[config.mk]
export PLATFORM = sky130hd
export DESIGN_NAME = lsu_data_align
export DESIGN_NICKNAME = d
export VERILOG_FILES = /design/src/rtl/friscv_pkg.sv /design/src/rtl/lsu_data_align_lane.sv /design/src/rtl/lsu_data_align.sv
export SDC_FILE = /design/constraint.sdc
export NUM_CORES = 1
export LEC_CHECK = 0
export CORE_MARGIN = 2
export CORE_UTILIZATION = 25
export CTS_CLUSTER_SIZE = 8
export DETAILED_ROUTE_END_ITERATION = 8
export SETUP_SLACK_MARGIN = 0.2
export SLEW_MARGIN = 20
export SYNTH_ARGS = -nofsm -noshare
export SYNTH_HDL_FRONTEND = slang
export SYNTH_SLANG_ARGS = --single-unit
[constraint.sdc]
create_clock -name clk_in -period 2.8 [get_ports clk_in]
set_input_delay 0.56 -clock clk_in [delete_from_list [all_inputs] [get_ports clk_in]]
set_output_delay 0.56 -clock clk_in [all_outputs]
set_load 0.05 [all_outputs]
[src/rtl/friscv_pkg.sv]
// Shared types and constants for the load/store unit data path.
// Latency: n/a (types, constants and a helper function only).
// Backpressure: n/a.
package friscv_pkg;

    // RISC-V major opcodes handled by the LSU
    localparam logic [6:0] IMM_LOAD = 7'b0000011;
    localparam logic [6:0] STORE    = 7'b0100011;

    typedef enum logic [2:0] {
        ST_IDLE = 3'd0,
        ST_REQ0 = 3'd1,
        ST_RSP0 = 3'd2,
        ST_REQ1 = 3'd3,
        ST_RSP1 = 3'd4,
        ST_DONE = 3'd5
    } lsu_state_t;

    typedef enum logic [1:0] {
        SZ_B = 2'd0,
        SZ_H = 2'd1,
        SZ_W = 2'd2,
        SZ_D = 2'd3
    } lsu_size_t;

    // Access size in bytes (1, 2, 4 or 8)
    function automatic logic [3:0] size_bytes(input lsu_size_t sz);
        return 4'd1 << sz;
    endfunction

endpackage

[src/rtl/lsu_data_align_lane.sv]
// Lane steering: byte enables / shifted store data for both beats, load assemble + extend.
// Latency: purely combinational.
// Backpressure: none; the owning FSM holds inputs stable while outputs are in use.
// Ports: i_off byte offset in bus word; i_size/i_unsigned access size and extension;
//        i_split load spans two beats; i_st_data right-aligned store data;
//        i_rdata0/1 beat read data; o_be0/1, o_wdata0/1 beat payloads; o_ld_data result.
module lsu_lane_align
    import friscv_pkg::*;
#(
    parameter  int ARCH = 32,
    localparam int NB   = ARCH / 8,
    localparam int OFFW = $clog2(NB)
) (
    input  logic [OFFW-1:0] i_off,
    input  lsu_size_t       i_size,
    input  logic            i_unsigned,
    input  logic            i_split,
    input  logic [ARCH-1:0] i_st_data,
    input  logic [ARCH-1:0] i_rdata0,
    input  logic [ARCH-1:0] i_rdata1,
    output logic [NB-1:0]   o_be0,
    output logic [NB-1:0]   o_be1,
    output logic [ARCH-1:0] o_wdata0,
    output logic [ARCH-1:0] o_wdata1,
    output logic [ARCH-1:0] o_ld_data
);

    logic [3:0]      w_bytes;
    logic [NB-1:0]   w_mask;
    logic [ARCH-1:0] w_keep;
    logic [ARCH-1:0] w_raw;
    logic [ARCH-1:0] w_r1;
    logic            w_sign;
    logic [OFFW+2:0] w_sh;     // bit shift for beat 0: 8*off
    logic [OFFW+3:0] w_rsh;    // bit shift for beat 1: 8*(NB-off)
    logic [OFFW:0]   w_brsh;   // byte-enable shift for beat 1: NB-off

    assign w_sh   = {i_off, 3'b000};
    assign w_rsh  = (OFFW+4)'(ARCH) - (OFFW+4)'(w_sh);
    assign w_brsh = (OFFW+1)'(NB) - (OFFW+1)'(i_off);

    // A shift by the full width yields zero, so off=0 gives empty beat-1 payloads.
    assign o_be0    = w_mask << i_off;
    assign o_be1    = w_mask >> w_brsh;
    assign o_wdata0 = i_st_data << w_sh;
    assign o_wdata1 = i_st_data >> w_rsh;

    assign w_r1  = i_split ? i_rdata1 : '0;
    assign w_raw = (i_rdata0 >> w_sh) | (w_r1 << w_rsh);

    always_comb begin
        w_bytes = size_bytes(i_size);
        // A doubleword on a 32-bit bus is rejected upstream; clamp so indexing stays in range.
        if (w_bytes > 4'(NB)) begin
            w_bytes = 4'(NB);
        end
        w_mask = '0;
        for (int i = 0; i < NB; i++) begin
            w_mask[i] = (i < int'(w_bytes));
        end
        w_keep = '0;
        w_sign = 1'b0;
        for (int i = 0; i < ARCH; i++) begin
            w_keep[i] = (i < 8 * int'(w_bytes));
            if (i == 8 * int'(w_bytes) - 1) begin
                w_sign = w_raw[i];
            end
        end
        o_ld_data = (w_raw & w_keep) | ((w_sign && !i_unsigned) ? ~w_keep : '0);
    end

endmodule

[src/rtl/lsu_data_align.sv]
// Load/store data path: one core access -> one or two memory beats -> extended result.
// Latency: aligned access 3 cycles accept-to-rsp_valid_out with a 1-cycle memory; split adds 2; errors 1.
// Backpressure: req_ready_out only in IDLE; beat payload held stable until mem_req_ready_in.
// Ports: core side req_valid_in/req_ready_out, op_code_in, func3_in, addr_in, st_data_in,
//        rsp_valid_out, ld_data_out, err_out; memory side mem_req_valid_out/mem_req_ready_in,
//        mem_we_out, mem_addr_out, mem_be_out, mem_wdata_out, mem_rsp_valid_in, mem_rdata_in.
module lsu_data_align
    import friscv_pkg::*;
#(
    parameter  int ARCH        = 32,
    parameter  bit MISALIGN_EN = 1'b1,
    localparam int NB          = ARCH / 8,
    localparam int OFFW        = $clog2(NB)
) (
    input  logic            clk_in,
    input  logic            rst_in,
    input  logic            req_valid_in,
    output logic            req_ready_out,
    input  logic [6:0]      op_code_in,
    input  logic [2:0]      func3_in,
    input  logic [ARCH-1:0] addr_in,
    input  logic [ARCH-1:0] st_data_in,
    output logic            rsp_valid_out,
    output logic [ARCH-1:0] ld_data_out,
    output logic            err_out,
    output logic            mem_req_valid_out,
    input  logic            mem_req_ready_in,
    output logic            mem_we_out,
    output logic [ARCH-1:0] mem_addr_out,
    output logic [NB-1:0]   mem_be_out,
    output logic [ARCH-1:0] mem_wdata_out,
    input  logic            mem_rsp_valid_in,
    input  logic [ARCH-1:0] mem_rdata_in
);

    lsu_state_t      r_state;
    logic            r_is_store;
    lsu_size_t       r_size;
    logic            r_unsigned;
    logic [OFFW-1:0] r_off;
    logic            r_split;
    logic [ARCH-1:0] r_addr_al;
    logic [ARCH-1:0] r_st_data;
    logic [ARCH-1:0] r_r0;

    logic            w_idle;
    logic            w_is_load;
    logic            w_is_store;
    logic            w_illegal;
    logic            w_cross;
    logic [4:0]      w_end;
    lsu_size_t       w_size_in;
    logic [OFFW-1:0] w_off_in;
    logic [ARCH-1:0] w_addr_al;

    lsu_size_t       w_size_sel;
    logic [OFFW-1:0] w_off_sel;
    logic            w_uns_sel;
    logic [ARCH-1:0] w_st_sel;
    logic [ARCH-1:0] w_rdata0;
    logic [NB-1:0]   w_be0;
    logic [NB-1:0]   w_be1;
    logic [ARCH-1:0] w_wdata0;
    logic [ARCH-1:0] w_wdata1;
    logic [ARCH-1:0] w_ld;

    // Request decode, valid only while IDLE
    assign w_idle     = (r_state == ST_IDLE);
    assign w_is_load  = (op_code_in == IMM_LOAD);
    assign w_is_store = (op_code_in == STORE);
    assign w_size_in  = lsu_size_t'(func3_in[1:0]);
    assign w_off_in   = addr_in[OFFW-1:0];
    assign w_addr_al  = addr_in & ~ARCH'(NB - 1);
    assign w_illegal  = !(w_is_load || w_is_store)
                      || (w_is_store && func3_in[2])
                      || ((ARCH == 32) && (w_size_in == SZ_D));
    assign w_end      = 5'(w_off_in) + 5'(size_bytes(w_size_in));
    assign w_cross    = (w_end > 5'(NB));

    // Beat 0 is launched from the live request in IDLE; everything later uses latched copies.
    assign w_size_sel = w_idle ? w_size_in   : r_size;
    assign w_off_sel  = w_idle ? w_off_in    : r_off;
    assign w_uns_sel  = w_idle ? func3_in[2] : r_unsigned;
    assign w_st_sel   = w_idle ? st_data_in  : r_st_data;
    // Completion in RSP0 uses the live beat; in RSP1 beat 0 comes from r_r0.
    assign w_rdata0   = (r_state == ST_RSP0) ? mem_rdata_in : r_r0;

    lsu_lane_align #(.ARCH(ARCH)) u_lane (
        .i_off      (w_off_sel),
        .i_size     (w_size_sel),
        .i_unsigned (w_uns_sel),
        .i_split    (r_split),
        .i_st_data  (w_st_sel),
        .i_rdata0   (w_rdata0),
        .i_rdata1   (mem_rdata_in),
        .o_be0      (w_be0),
        .o_be1      (w_be1),
        .o_wdata0   (w_wdata0),
        .o_wdata1   (w_wdata1),
        .o_ld_data  (w_ld)
    );

    always_ff @(posedge clk_in) begin
        if (rst_in) begin
            r_state           <= ST_IDLE;
            r_is_store        <= 1'b0;
            r_size            <= SZ_B;
            r_unsigned        <= 1'b0;
            r_off             <= '0;
            r_split           <= 1'b0;
            r_addr_al         <= '0;
            r_st_data         <= '0;
            r_r0              <= '0;
            req_ready_out     <= 1'b1;
            rsp_valid_out     <= 1'b0;
            err_out           <= 1'b0;
            ld_data_out       <= '0;
            mem_req_valid_out <= 1'b0;
            mem_we_out        <= 1'b0;
            mem_addr_out      <= '0;
            mem_be_out        <= '0;
            mem_wdata_out     <= '0;
        end else begin
            case (r_state)
                ST_IDLE: begin
                    if (req_valid_in && req_ready_out) begin
                        req_ready_out <= 1'b0;
                        r_is_store    <= w_is_store;
                        r_size        <= w_size_in;
                        r_unsigned    <= func3_in[2];
                        r_off         <= w_off_in;
                        r_split       <= w_cross;
                        r_addr_al     <= w_addr_al;
                        r_st_data     <= st_data_in;
                        if (w_illegal || (w_cross && !MISALIGN_EN)) begin
                            r_state       <= ST_DONE;
                            rsp_valid_out <= 1'b1;
                            err_out       <= 1'b1;
                        end else begin
                            r_state           <= ST_REQ0;
                            mem_req_valid_out <= 1'b1;
                            mem_we_out        <= w_is_store;
                            mem_addr_out      <= w_addr_al;
                            mem_be_out        <= w_be0;
                            mem_wdata_out     <= w_wdata0;
                        end
                    end
                end
                ST_REQ0, ST_REQ1: begin
                    if (mem_req_ready_in) begin
                        mem_req_valid_out <= 1'b0;
                        r_state           <= (r_state == ST_REQ0) ? ST_RSP0 : ST_RSP1;
                    end
                end
                ST_RSP0: begin
                    if (mem_rsp_valid_in) begin
                        r_r0 <= mem_rdata_in;
                        if (r_split) begin
                            r_state           <= ST_REQ1;
                            mem_req_valid_out <= 1'b1;
                            mem_addr_out      <= r_addr_al + ARCH'(NB);
                            mem_be_out        <= w_be1;
                            mem_wdata_out     <= w_wdata1;
                        end else begin
                            r_state       <= ST_DONE;
                            rsp_valid_out <= 1'b1;
                            err_out       <= 1'b0;
                            if (!r_is_store) begin
                                ld_data_out <= w_ld;
                            end
                        end
                    end
                end
                ST_RSP1: begin
                    if (mem_rsp_valid_in) begin
                        r_state       <= ST_DONE;
                        rsp_valid_out <= 1'b1;
                        err_out       <= 1'b0;
                        if (!r_is_store) begin
                            ld_data_out <= w_ld;
                        end
                    end
                end
                ST_DONE: begin
                    r_state       <= ST_IDLE;
                    rsp_valid_out <= 1'b0;
                    err_out       <= 1'b0;
                    req_ready_out <= 1'b1;
                end
                default: begin
                    r_state       <= ST_IDLE;
                    req_ready_out <= 1'b1;
                end
            endcase
        end
    end

endmodule
-- Word level (Yosys, flattened, before mapping)
Index checks and enable logic that the tools add are counted.
- register bits: 209
- bits in latches: 0
- bits in writable memories: 0
- memory bits (read-only): 0
- input bits: 111
- output and inout bits: 105
- word-level logic and storage cells: 233
- memories kept: 0
- add/sub/neg operators: 5
- multipliers: 0
- divide/modulo/power cells: 0
- $lt $le $gt $ge: 38
- equal/unequal tests: 47
- shifts and indexed selects: 8
- muxes and demuxes: 86
- bitwise operators: 6
- reduce and logical (&&, ||, !) cells: 25
- operators with widths (cell ; count):
    32-bit two-way mux ; 16
    32-bit case mux with 2 select lines ; 3
    6-bit by 8-bit equality test with 1-bit output (first input constant) ; 16
    5-bit by 7-bit less-than comparator with 1-bit output (first input constant) ; 16
    5-bit by 8-bit equality test with 1-bit output (first input constant) ; 8
    32-bit OR ; 2
    4-bit by 7-bit less-than comparator with 1-bit output (first input constant) ; 8
    1-bit two-way mux ; 47
    32-bit by 3-bit adder with 32-bit output (second input constant) ; 1
    32-bit bitwise AND ; 1
    4-bit by 8-bit equality test with 1-bit output (first input constant) ; 4
    32-bit zero test ; 1
    32-bit inverter ; 1
    32-bit by 5-bit left shift with 32-bit output ; 1
    32-bit by 6-bit left shift with 32-bit output ; 1
    32-bit by 5-bit right shift with 32-bit output ; 1
    32-bit by 6-bit right shift with 32-bit output ; 1
    3-bit by 7-bit less-than comparator with 1-bit output (first input constant) ; 4
    3-bit two-way mux ; 7
    4-bit two-way mux ; 5
    3-bit by 8-bit equality test with 1-bit output (first input constant) ; 2
    1-bit by 7-bit less-than comparator with 1-bit output (first input constant) ; 2
    2-bit by 7-bit less-than comparator with 1-bit output (first input constant) ; 2
    2-bit != test (second input constant) ; 6
    other kinds (40) ; 59

-- Depth between registers and ports, before layout
- depth after elaboration: 46
- gate-level depth with buffers: 11
- gate-level depth less buffers: 9

-- Cells and area by module
From an unflattened synthesis, not the netlist that was laid out.
- cells, all modules: 1689
- area, all modules: 12595.8 µm²
- modules (own cells, without submodules) (module ; times used ; cells an instance ; area each (µm²) ; seq. area each (µm²)):
    lsu_data_align ; 1 ; 1276 ; 9699.3 ; 4144.0
    lsu_lane_align ; 1 ; 413 ; 2896.5 ; 0.0

-- Worst setup path before layout
Ideal clock, no wire load.
- path kind: input -> register
- start point: in func3_in[1]
- end point: reg mem_addr_out[21]
- library setup time: 0.101 ns
- arrival: 2.168 ns
- data required time: 2.699 ns
- path slack: 0.531 ns
- stages: 7
- buffers on the path: 3
- cells stage by stage: clkbuf_1 > a22oi_1 > nand4bb_1 > a221o_1 > clkbuf_1 > clkbuf_1 > o41ai_1
- longest elaborated chain between the ends: 4
- RTL lines (element ; RTL line ; text):
    start: declaration ; lsu_data_align.sv:20 ; input logic [2:0] func3_in,
    2-bit equality test ; lsu_data_align.sv:76 ; || ((ARCH == 32) && (w_size_in == SZ_D));
    1-bit logical OR ; lsu_data_align.sv:76 ;
    2-bit != test (no source line) ; -- ;
    5-bit AND reduction (no source line) ; -- ;
    end signal: assignment ; lsu_data_align.sv:143 ; mem_addr_out <= w_addr_al;
    end signal: assignment ; lsu_data_align.sv:161 ; mem_addr_out <= r_addr_al + ARCH'(NB);
    end: declaration ; lsu_data_align.sv:29 ; output logic [ARCH-1:0] mem_addr_out,
Every way passes these cells.
A chain may end at the register's enable or synchronous reset.

-- Worst setup path in the final report
- start point: reg r_state[1]
- end point: reg ld_data_out[11]
- longest elaborated chain between the ends: 46
- elaborated cells on any way between the ends: 96
- RTL lines (element ; RTL line ; text):
    start: declaration ; lsu_data_align.sv:36 ; lsu_state_t r_state;
    start signal: assignment ; lsu_data_align.sv:152 ; r_state <= (r_state == ST_REQ0) ? ST_RSP0 : ST_RSP1;
    3-bit zero test ; lsu_data_align.sv:68 ; assign w_idle = (r_state == ST_IDLE);
    2-bit two-way mux ; lsu_data_align.sv:81 ; assign w_size_sel = w_idle ? w_size_in : r_size;
    1-bit by 2-bit left shift with 4-bit output ; friscv_pkg.sv:28 ; return 4'd1 << sz;
    4-bit by 3-bit > comparator with 1-bit output ; lsu_data_align_lane.sv:54 ; if (w_bytes > 4'(NB)) begin
    4-bit two-way mux ; lsu_data_align_lane.sv:54 ;
    7-bit by 1-bit subtractor with 8-bit output ; lsu_data_align_lane.sv:65 ; if (i == 8 * int'(w_bytes) - 1) begin
    32-bit zero test ; lsu_data_align_lane.sv:65 ;
    1-bit two-way mux (32 in series) ; lsu_data_align_lane.sv:65 ;
    1-bit logical AND ; lsu_data_align_lane.sv:69 ; o_ld_data = (w_raw & w_keep) | ((w_sign && !i_unsigned) ? ~w_keep : '0);
    32-bit two-way mux ; lsu_data_align_lane.sv:69 ;
    32-bit OR ; lsu_data_align_lane.sv:69 ;
    32-bit two-way mux ; lsu_data_align.sv:168, lsu_data_align.sv:179 ;
    32-bit two-way mux ; lsu_data_align.sv:158 ; if (r_split) begin
    32-bit two-way mux ; lsu_data_align.sv:156 ; if (mem_rsp_valid_in) begin
    32-bit case mux with 2 select lines ; lsu_data_align.sv:124 ; case (r_state)
    end signal: assignment ; lsu_data_align.sv:169 ; ld_data_out <= w_ld;
    end signal: assignment ; lsu_data_align.sv:180 ; ld_data_out <= w_ld;
    end: declaration ; lsu_data_align.sv:24 ; output logic [ARCH-1:0] ld_data_out,
Parallel ways exist; a longest one is shown, timed or not. The select of a mux whose other input is x is not followed.

==> summary by stage <==
Route
The final wirelength is 45110 um. Using the TritonRoute via totals, the vias-per-cell ratio works out to 5.192. After detailed routing, the number of remaining DRC violations is 0.

After detailed routing, the average wire length per cell comes to 19.64 um. The first-pass detailed-route iteration total is 7. Once detail routing completed, the nets flagged for antenna violations numbered 0.

The initial detailed-routing violation count is 1123. Across all layers, the routed design uses 11930 vias.

Finish
The post-layout net count is 1819. The area growth from synthesis to layout is 34.22%. The sequential cells in the finished layout cover a total of 4145 um2. The finished layout holds 2297 standard cells, fillers aside. After filler insertion, the fill cell instance count of the layout stands at 4607. Cells with a size suffix above 1 make up 9.038% of the layout. The area of combinational cells with multiple inputs is 6590 um2.

The final cell area excluding filler cells is 15170 um2. The share of the core filled with cells is 34.17%.

Floorplanning
The number of rows in the core area is 77. In this run the horizontal extent of the chip is 216.7 um. The die area is 46940 um2. The die height is 216.7 um. The initial utilization of the core area, before any placement, comes to 25.46%. The floorplan step defined a core boundary enclosing 44410 um2.

216 I/O pins were placed.

Power and ir drop
The total power density per cell area is 827.3 nW/um2. Total power for the finished layout comes to 12.55 mW. VDD sags by at most 0.0005289 V. For this design the static power due to leakage is 5.158 nW.

Placed design
Detailed placement finished with a half-perimeter wire length of 32060 um. Routability-driven placement finished with a final weighted congestion of 0.9097. Once placement finished, the instance area stood at 14380 um2.

The number of placed instances with taps included is 2260. Buffers placed on the I/O ports in this run total 213. The worst slack at placement is -0.05612 ns.

Clock network
The total number of H-tree levels is 1. TritonCTS built the clock tree. The CTS clock-pin slew for the worst setup and hold paths is 0.05 ns. The clock passes through at most 3 buffers. The tree built by TritonCTS fans out to 207 sinks. The latest clock arrival within the worst-skew pair is 0.56 ns.

The tree is rooted in a sky130_fd_sc_hd__clkbuf_16. Hold repair after CTS inserted 0 buffers. The CTS buffer count is 29.

Worst setup path
The critical-path cell with the highest stage delay is sky130_fd_sc_hd__a2111o_1. Traced cell by cell, the critical path runs through nor3_4 > buf_12 > mux2i_2 > mux2i_1 > a22oi_1 > buf_4 > a2111o_1 > buf_4 > o311ai_1. Counting stages on the worst path, the most repeated cell is sky130_fd_sc_hd__buf_4. The maximum fanout along the worst path is 8. The worst path arrival time is 2.95 ns. STA classifies the critical path endpoint as a flop. The kind of start point of the critical path is a flop. By startpoint and endpoint, the worst setup path is classified as reg2reg. The required time at the endpoint of the critical path is 3.25 ns. The largest single stage delay on the critical path is 0.40 ns.

Timing
The final number of max-transition violations is 0. The worst path uses 89.25% of the clock period. The slack of the critical path is 0.3010 ns. Setup violations remaining at the end of the flow were counted as 0.

The hold violation total from the final report is 0. The minimum clock period after layout is 2.499 ns. Between clock sinks in the finished design, the worst skew comes to 0.01080 ns. Static timing analysis puts the maximum clock frequency at 0.4002 GHz. In this run the tightest slew margin relative to its limit is 42.96%. The measured slew at the worst slew-check pin is 0.8525 ns. Setup repair after global routing could not meet its margin everywhere.

Synth
Counting flops with an async set or reset pin after synthesis yields a share of 0%. Yosys mapped the design onto 67 distinct sky130hd cell types. Counting every instance in the synthesized netlist gives 1498.

Averaged over all synthesized cells, the footprint is 7.547 um2. Counting flops and latches in the post-synthesis netlist gives 207. The synthesized netlist occupies a cell area of 11310 um2. The fraction of the yosys area taken by sequential cells is 36.65%. The synthesized design contains 0 enable-type register cells.

In the synthesized netlist the dominant register cell turns out to be sky130_fd_sc_hd__dfxtp_1. Yosys printed 0 warnings.

Global routing
The via count of the first global-routing pass is 11200. Global routing finished with a remaining overflow of 0. The maximum number of pins on one net before global-route repair is 73. The wire length of the first global-routing pass is 67930 um. For this run, the total global-route usage over all layers was measured as 18.41%.

The initial antenna violation count came to 4.

Run
Across the run, the number of max-cap violations was 0.

Min path
In this run the worst hold path is classified as in2reg.

Run status
The run finished with clean final reports.
cell families (layout without fill, tap and decap cells):
kind of cell / count (synthesis) / after routing / share of synthesized area, %
other: 1 / 3 / 0.03317
buffers and inverters: 143 / 348 / 5.434
AND/OR/NAND/NOR: 630 / 630 / 24.48
XOR/XNOR: 26 / 26 / 2.014
AO/OA/AOI/OAI: 370 / 370 / 20.27
multiplexers: 117 / 117 / 10.60
flip-flops: 207 / 207 / 36.65
adder cells (fa/ha/maj): 4 / 4 / 0.5091
critical path: cells and delay by family, from the launching register on:
kind	cells	cell delay, ns
buffers and inverters	3	0.51
AOI/OAI and AO/OA	3	0.63
DFF	1	0.39
and+or+nand+nor	1	0.24
muxes	2	0.62
final timing paths:
path	slack [ns]	from	depth (start not counted)	endpoint
hold / removal	0.33	rst_in	2	mem_req_valid_out$_SDFFE_PP0P_
setup reg to reg	0.30	r_state[1]$_SDFFE_PP0P_	9	ld_data_out[11]$_SDFFE_PP0P_
setup / recovery	0.30	r_state[1]$_SDFFE_PP0P_	9	ld_data_out[11]$_SDFFE_PP0P_
hold reg to reg	0.45	r_r0[31]$_SDFFE_PP0P_	2	r_r0[31]$_SDFFE_PP0P_
layout make-up:
class	count	area share, %
Timing Repair Buffer	300	19.07
Antenna cell	1	0.01649
Tap cell	592	4.881
Clock inverter	1	0.05772
Clock buffer	30	4.807
Multi-Input combinational cell	1149	43.43
Sequential cell	207	27.32
Inverter	17	0.4205
per-stage QoR:
step / setup TNS (ns) / hold slack, ns
2_1_floorplan: 0 / 0.4357
3_3_place_gp: -0.3299 / 0.4416
3_5_place_dp: -0.2427 / 0.4434
4_1_cts: 0 / 0.3090
5_1_grt: 0 / 0.3349
6_report: 0 / 0.3295
registers in the layout (all words and copies together), names as in the netlist, 3 cells and up:
register,count
r_addr_al,30
mem_addr_out,30
r_r0,32
mem_be_out,4
r_st_data,32
ld_data_out,32
mem_wdata_out,32
r_state,3
cells in the final DEF (no fill, tap or decap), types with 6 or more instances in the layout:
master / count
sky130_fd_sc_hd__nand2_1: 311
sky130_fd_sc_hd__clkdlybuf4s50_1: 211
sky130_fd_sc_hd__dfxtp_1: 206
sky130_fd_sc_hd__a21oi_1: 176
sky130_fd_sc_hd__nor2_1: 135
sky130_fd_sc_hd__mux2i_1: 102
sky130_fd_sc_hd__buf_4: 78
sky130_fd_sc_hd__nor3_1: 66
sky130_fd_sc_hd__o21ai_0: 51
sky130_fd_sc_hd__nand3_1: 34
sky130_fd_sc_hd__a211oi_1: 30
sky130_fd_sc_hd__clkbuf_16: 29
sky130_fd_sc_hd__nor2b_1: 18
sky130_fd_sc_hd__inv_1: 17
sky130_fd_sc_hd__o22ai_1: 16
sky130_fd_sc_hd__xor2_1: 14
sky130_fd_sc_hd__mux2_2: 12
sky130_fd_sc_hd__o211ai_1: 12
sky130_fd_sc_hd__xnor2_1: 12
sky130_fd_sc_hd__nor4_1: 10
sky130_fd_sc_hd__buf_12: 9
sky130_fd_sc_hd__a311oi_1: 8
sky130_fd_sc_hd__a221oi_1: 8
sky130_fd_sc_hd__o221a_2: 8
sky130_fd_sc_hd__or3_1: 7
sky130_fd_sc_hd__a22oi_1: 7
sky130_fd_sc_hd__and3_1: 7
sky130_fd_sc_hd__nand4_1: 7
sky130_fd_sc_hd__o31ai_1: 6
sky130_fd_sc_hd__a2111oi_0: 6
report_power, final:
group / internal, mW / switching [mW] / total [mW]
combinational: 2.08 / 3.70 / 5.78
clock: 1.81 / 1.31 / 3.12
sequential: 3.31 / 0.339 / 3.65
routing by layer:
layer  vias up  track usage [%]  wire length [um]
li1       5691                -                 -
met1      5680            24.72             19700
met2       490            29.60             20560
met3        59            4.842              3955
met4         6            3.836               861
met5         -                0                34
Yosys cell counts (8+ instances only):
cell type | number | area share (%)
sky130_fd_sc_hd__dfxtp_1 | 207 | 37
sky130_fd_sc_hd__o21ai_0 | 51 | 2.3
sky130_fd_sc_hd__clkbuf_1 | 73 | 2.4
sky130_fd_sc_hd__and3_1 | 8 | 0.44
sky130_fd_sc_hd__inv_1 | 17 | 0.56
sky130_fd_sc_hd__o22ai_1 | 16 | 0.89
sky130_fd_sc_hd__nand2_1 | 311 | 10
sky130_fd_sc_hd__a211oi_1 | 30 | 2.0
sky130_fd_sc_hd__xor2_1 | 14 | 1.1
sky130_fd_sc_hd__buf_2 | 38 | 1.7
sky130_fd_sc_hd__nor2_1 | 136 | 4.5
sky130_fd_sc_hd__nand3_1 | 35 | 1.5
sky130_fd_sc_hd__mux2i_1 | 102 | 9.0
sky130_fd_sc_hd__nor4_1 | 10 | 0.55
sky130_fd_sc_hd__mux2_2 | 12 | 1.2
sky130_fd_sc_hd__o221a_2 | 8 | 0.80
sky130_fd_sc_hd__a311oi_1 | 8 | 0.62
sky130_fd_sc_hd__buf_1 | 9 | 0.30
sky130_fd_sc_hd__o211ai_1 | 12 | 0.80
sky130_fd_sc_hd__a21oi_1 | 176 | 7.8
sky130_fd_sc_hd__nor3_1 | 66 | 2.9
sky130_fd_sc_hd__xnor2_1 | 12 | 0.93
sky130_fd_sc_hd__a221oi_1 | 9 | 0.70
sky130_fd_sc_hd__a2111oi_0 | 8 | 0.62
sky130_fd_sc_hd__nor2b_1 | 18 | 1.0
repair_timing:
action | CTS | global route
resized for setup | 0 | 3
setup buffers | 3 | 2
hold endpoints to repair | 0 | 0
endpoints found under the setup margin | 1 | 44
pin swaps | 1 | 1
cloned | 0 | 0
Note: power is estimated with default switching activity, not from simulation.
